`src/rtl/n2t_pkg.sv`:
```
// rtl/n2t_pkg.sv - shared word/address sizing for the n2t memory blocks
package n2t_pkg;

  // Default data word width used by ram8 and its neighbouring memories
  localparam int RAM_WIDTH  = 16;
  // Default address width; depth is exactly 2**RAM_ADDR_W, so no out-of-range addresses exist
  localparam int RAM_ADDR_W = 3;
  localparam int RAM_DEPTH  = 1 << RAM_ADDR_W;

endpackage

```
`src/rtl/register16.sv`:
```
// rtl/register16.sv - single storage word with load enable and synchronous clear
module register16
  import n2t_pkg::*;
#(
  parameter int WIDTH = RAM_WIDTH
) (
  input  logic             clk,
  input  logic             reset,
  input  logic [WIDTH-1:0] in,
  input  logic             load,
  output logic [WIDTH-1:0] out
);

  // Clear wins over load; otherwise capture in when loaded, else hold
  always_ff @(posedge clk) begin
    if (reset) begin
      out <= '0;
    end else if (load) begin
      out <= in;
    end
  end

endmodule

```
`src/rtl/ram8.sv`:
```
// rtl/ram8.sv - eight-word RAM built from register16 words, combinational read
module ram8
  import n2t_pkg::*;
#(
  parameter int WIDTH  = RAM_WIDTH,
  parameter int ADDR_W = RAM_ADDR_W
) (
  input  logic              clk,
  input  logic              reset,
  input  logic [WIDTH-1:0]  in,
  input  logic              load,
  input  logic [ADDR_W-1:0] address,
  output logic [WIDTH-1:0]  out
);

  localparam int DEPTH = 1 << ADDR_W;

  logic [DEPTH-1:0] load_sel;
  logic [WIDTH-1:0] words [DEPTH];

  // One-hot write decode; all-zero when load is low so a bad address cannot write
  always_comb begin
    load_sel = '0;
    if (load) begin
      load_sel[address] = 1'b1;
    end
  end

  for (genvar i = 0; i < DEPTH; i++) begin : g_word
    register16 #(
      .WIDTH (WIDTH)
    ) u_word (
      .clk   (clk),
      .reset (reset),
      .in    (in),
      .load  (load_sel[i]),
      .out   (words[i])
    );
  end

  // Zero-latency read of the currently addressed word; no write-through bypass
  always_comb begin
    out = words[address];
  end

endmodule

```
`config.mk`:
```
export PLATFORM = sky130hd
export DESIGN_NAME = ram8
export DESIGN_NICKNAME = d
export VERILOG_FILES = /design/src/rtl/n2t_pkg.sv /design/src/rtl/register16.sv /design/src/rtl/ram8.sv
export SDC_FILE = /design/constraint.sdc
export NUM_CORES = 1
export LEC_CHECK = 0
export CAP_MARGIN = 15
export CELL_PAD_IN_SITES_DETAIL_PLACEMENT = 1
export CELL_PAD_IN_SITES_GLOBAL_PLACEMENT = 1
export CORE_AREA = 2 2 114 116
export CTS_CLUSTER_DIAMETER = 80
export DETAILED_ROUTE_END_ITERATION = 8
export DIE_AREA = 0 0 116 118
export PLACE_DENSITY_LB_ADDON = 0.1
export SLEW_MARGIN = 20
export SYNTH_ARGS = -nofsm -noshare
export SYNTH_HDL_FRONTEND = slang
export SYNTH_SLANG_ARGS = --single-unit
```
`constraint.sdc`:
```
create_clock -name clk -period 4.4 [get_ports clk]
set_clock_uncertainty 0.15 [all_clocks]
set_input_delay 0.88 -clock clk [delete_from_list [all_inputs] [get_ports clk]]
set_output_delay 0.88 -clock clk [all_outputs]
set_load 0.005 [all_outputs]
```
### Word-level counts from Yosys, hierarchy flattened

Cells that the tools add are included.

| word-level totals | value |
|---|---|
| register bits | 128 |
| latch bits | 0 |
| bits in writable memories | 0 |
| bits in read-only memories | 0 |
| input port bits | 22 |
| output and inout bits | 16 |
| word-level logic and storage cells | 19 |
| memories | 0 |

| cells by class | value |
|---|---|
| $add $sub $neg | 0 |
| multipliers | 0 |
| divide/modulo/power cells | 0 |
| magnitude comparators | 3 |
| equal/unequal tests | 0 |
| shifts and indexed selects | 0 |
| mux-type cells | 6 |
| bitwise operators | 1 |
| reductions and logical operators | 1 |

Operator list:

| kind | number |
|---|---|
| $bmux 16 s3 | 1 |
| $mux 16 | 2 |
| $mux 8 | 1 |
| $ge 4x4->1 const B | 1 |
| $lt 3x4->1 const B | 1 |
| $not 3->4 | 1 |
| $demux 1 s3 | 1 |
| $ge 3x1->1 const B | 1 |
| $logic_and 1x1->1 | 1 |
| $mux 1 | 1 |

### Depth between registers and ports, before layout

| logic depth | value |
|---|---|
| depth in word-level cells | 5 |
| depth in mapped cells | 7 |
| mapped depth without buffers | 3 |

### By module

Synthesis repeated with hierarchy kept, for this count alone.

| unflattened totals | value |
|---|---|
| cells, all modules | 487 |
| area total of the unflattened synthesis | 5718.0 sq um |

By module, submodules not included:

| module | instances | cells an instance | area each (sq um) | seq. area each (sq um) |
|---|---|---|---|---|
| register16 | 8 | 52 | 580.6 | 320.3 |
| ram8 | 1 | 71 | 1073.5 | 0.0 |

### Worst setup path after synthesis

OpenSTA, ideal clock, no wires.

| path | value |
|---|---|
| path type | in2out |
| start point | input port address[0] |
| end point | output port out[7] |
| arrival time | 1884 ps |
| required time | 3370 ps |
| path slack | 1486 ps |
| stages | 5 |
| buffers on the path | 3 |
| path through | buf_6 buf_8 buf_4 mux2_1 a211o_1 |

| between the ends | value |
|---|---|
| word-level cells in the longest chain between the ends | 4 |

Ends and longest elaborated chain:

| element | line | text |
|---|---|---|
| start: declaration | ram8.sv:12 | `input logic [ADDR_W-1:0] address,` |
| $not 3->4 (implied by the code) | ram8.sv:43 | `out = words[address];` |
| $bmux 16 s3 | ram8.sv:43 |  |
| $mux 16 (implied by the code) (2 in series) | ram8.sv:43 |  |
| end: declaration | ram8.sv:13 | `output logic [WIDTH-1:0] out` |

No other way between the ends. The select of a mux whose other input is x is not followed.

### Worst setup path after layout

Same ends and word-level chain as after synthesis.

==> run metrics <==
average cell area after synthesis 8.414 um2; Area contributors post-synth sky130_fd_sc_hd__dfxtp_1 44%, sky130_fd_sc_hd__nand2_1 18%, sky130_fd_sc_hd__a21oi_1 11%; reg-to-reg critical path endpoint g_word[2].u_word.out[2]$_SDFFE_PP0P_; filler instances 1,476; 1st-iter DRT viols 402; number of flip-flops in the largest register between 100 and 150; total detailed-routing wirelength 18,700 um; number of flip-flops and latches in the synthesized netlist 128; detailed placer's ending HPWL 11,630 um; Static Leakage 2.300 nW; wire length of the first global-routing pass 29,350 um; Synthesized Nets 719; max capacitance violation total 0; kind of start point of the critical path input port; cell type contributing the most total cell area after synthesis sky130_fd_sc_hd__dfxtp_1; P&R area growth vs syn 12.93%; shortest period the worst path allows 4038 ps; count of instances resized after the clock tree is built 0; crit-path max FO 28; required time of the critical path 3370 ps; maximum number of buffers from clock root to sink 2; fraction of synthesized cell area taken by the top area cell type 43.70%; Worst Min Path Start g_word[3].u_word.out[15]$_SDFFE_PP0P_; starting density of the core between 40% and 50%; initial antenna violation count 0; maximum number of pins on one net before global-route repair between 50 and 60; area of the core 12,410 um2; pre-CTS setup slack 384.5 ps; length of the first detailed-routing pass in iterations 5; number of inserted diodes 0; launch instance of the worst register-to-register path g_word[2].u_word.out[2]$_SDFFE_PP0P_; total of buffers placed on input and output ports 37; total number of nets in the final design 716; unrepaired setup endpoints after global routing false; leading cell types in the layout, fill and taps excluded 286 x sky130_fd_sc_hd__nand2_1, 128 x sky130_fd_sc_hd__dfxtp_1, 127 x sky130_fd_sc_hd__a21oi_1, 33 x sky130_fd_sc_hd__clkdlybuf4s50_1, 18 x sky130_fd_sc_hd__mux4_2; endpoint type of the worst setup path primary output; area of the die 13,690 um2; Routability Congestion 0.7966; yosys synthesis warning count 0; share of the yosys chip area belonging to registers a little over two fifths; std cell rows 41; Synth Cell Area approximately 5900 um2; power after layout 2.764 mW; arrival time worst endpoint 3010 ps; average detailed-routed wire length per instance 21.27 um; average via count per standard cell ~5.7; biggest registers after layout g_word.u_word.out: 128 flops; clock edge transition at the registers on the reported setup and hold paths 50 ps; relative slew slack 35.40%; most common library cell in the layout ignoring fill and taps sky130_fd_sc_hd__nand2_1; run status finished clean; Tightest Pin Transition 969.1 ps; proportion of layout cells with a drive suffix above 1 11.60%; number of hold buffers added after cts 0; minimum setup slack among reg-to-reg paths about 3600 ps; type of the worst min-delay path reg2reg; Power Dens Cells 417.4 nW/um2; total track usage 28.86%; register with the most flip-flops g_word.u_word.out; buffer type at the clock tree root sky130_fd_sc_hd__clkbuf_16; highest clock rate 247.7 MHz; number of clock sinks approximately 130; hold violation total from the final report 0; cell count of the worst reg-to-reg path 2; Final period util 91.76%; instance area at placement approximately 6000 um2; number of buffers created by CTS 17; final design area excluding fillers 6623 um2; Chip Width ~120 um; Synth Instances 697; CTS tree built; worst-case setup margin in the final layout 362.5 ps; gr ovfl total 0; remaining routing DRC violations 0; number of top-level pins 38; clock latency on the worst-skew pair 420 ps; number of distinct library cell variants in the gate-level netlist after synthesis 43; Worst Hold Depth 2; sum of negative setup slack 0 ps; vias in the first global route 5,235; via total after detailed routing 5,025; Hold Crit Endpoint g_word[3].u_word.out[15]$_SDFFE_PP0P_; max-slew violation total from the final report 0; H-Tree Level Count 4; class of the most critical setup path in2out; die height 118 um; number of nets with antenna violations after routing 0; Post-CTS Setup Inserts 0; worst vdd rail ir drop 216.6 uV; Final Setup Violations 0
[cell type report]
type | count | area [um2] | share of cell area (%)
clock buffer | 27 | 523.0 | 7.897
multi-input combinational | 493 | 2783 | 42.02
timing repair buffer | 53 | 485.5 | 7.330
clock inverter | 5 | 50.05 | 0.7557
sequential | 128 | 2562 | 38.69
tap | 172 | 215.2 | 3.250
inverter | 1 | 3.754 | 0.05668
[Yosys cell counts (all sizes together)]
library cell  instances
nand3                 1
inv                   1
nor4bb                1
nand2b                1
buf                  43
o31ai                 1
a21oi               128
nor4b                 1
and4b                 3
nand4b                5
and2                  2
dfxtp               128
a221o                 1
nand4                 1
and4                  1
mux4                 22
and4bb                2
nand2               286
a22o                  1
mux2i                 4
a22oi                 6
o221ai                3
nand3b                1
nor2                  2
nor2b                 1
o21ai                 2
a211o                 1
o32ai                 1
clkbuf               32
mux2                  8
nand4bb               3
or4b                  1
a32oi                 3
[metal layers]
metal / part of all wire [%] / vias up / global-route usage, % / wire [um]
met2: 50 / 146 / 47.84 / 9353
met1: 42 / 2506 / 36.84 / 7941
li1: - / 2338 / - / -
met3: 4.8 / 35 / 5.355 / 890
met5: 0 / - / 0 / 0
met4: 2.8 / 0 / 11.46 / 516
[logic make-up (layout without fill, tap and decap cells)]
logic type             after synthesis  in the layout  share of synthesized area (%)
AO/OA/AOI/OAI                      147            147                          13.57
buffers and inverters               76             86                          9.110
flip-flops                         128            128                          43.70
multiplexers                        34             34                          10.92
AND/OR/NAND/NOR                    312            312                          22.70
[how the worst max path moves through the flow]
stage	startpoint	end	slack [ps]	cells past startpoint
after floorplan	address[0]	out[7]	1490	5
after global placement	address[0]	out[7]	420	5
after detailed placement	address[0]	out[7]	380	5
after CTS	address[0]	out[7]	370	5
after global routing	address[0]	out[7]	290	5
final	address[0]	out[7]	360	5
[critical path, stage by stage]
cell,delay [ps]
sky130_fd_sc_hd__buf_2,650
sky130_fd_sc_hd__buf_4,370
sky130_fd_sc_hd__mux2_1,340
sky130_fd_sc_hd__a211o_1,300
sky130_fd_sc_hd__clkdlybuf4s50_1,450
[power breakdown]
part,total (mW),internal (mW),switching [mW]
logic,0.208,0.0751,0.133
clock network,1.36,0.863,0.496
registers,1.20,1.18,0.0125
[per-stage QoR]
| stage | util [%] | instances | hold WS, ps |
|---|---|---|---|
| 6_report | 53.35 | 879 | 304.4 |
| 5_1_grt | 53.35 | 879 | 321.4 |
| 4_1_cts | 53.35 | 879 | 304.5 |
| 3_5_place_dp | 48.73 | 847 | 295.5 |
| 3_3_place_gp | 48.73 | 847 | 288.7 |
| 2_1_floorplan | - | 697 | 281.5 |
(Power assumes the default switching activity.)
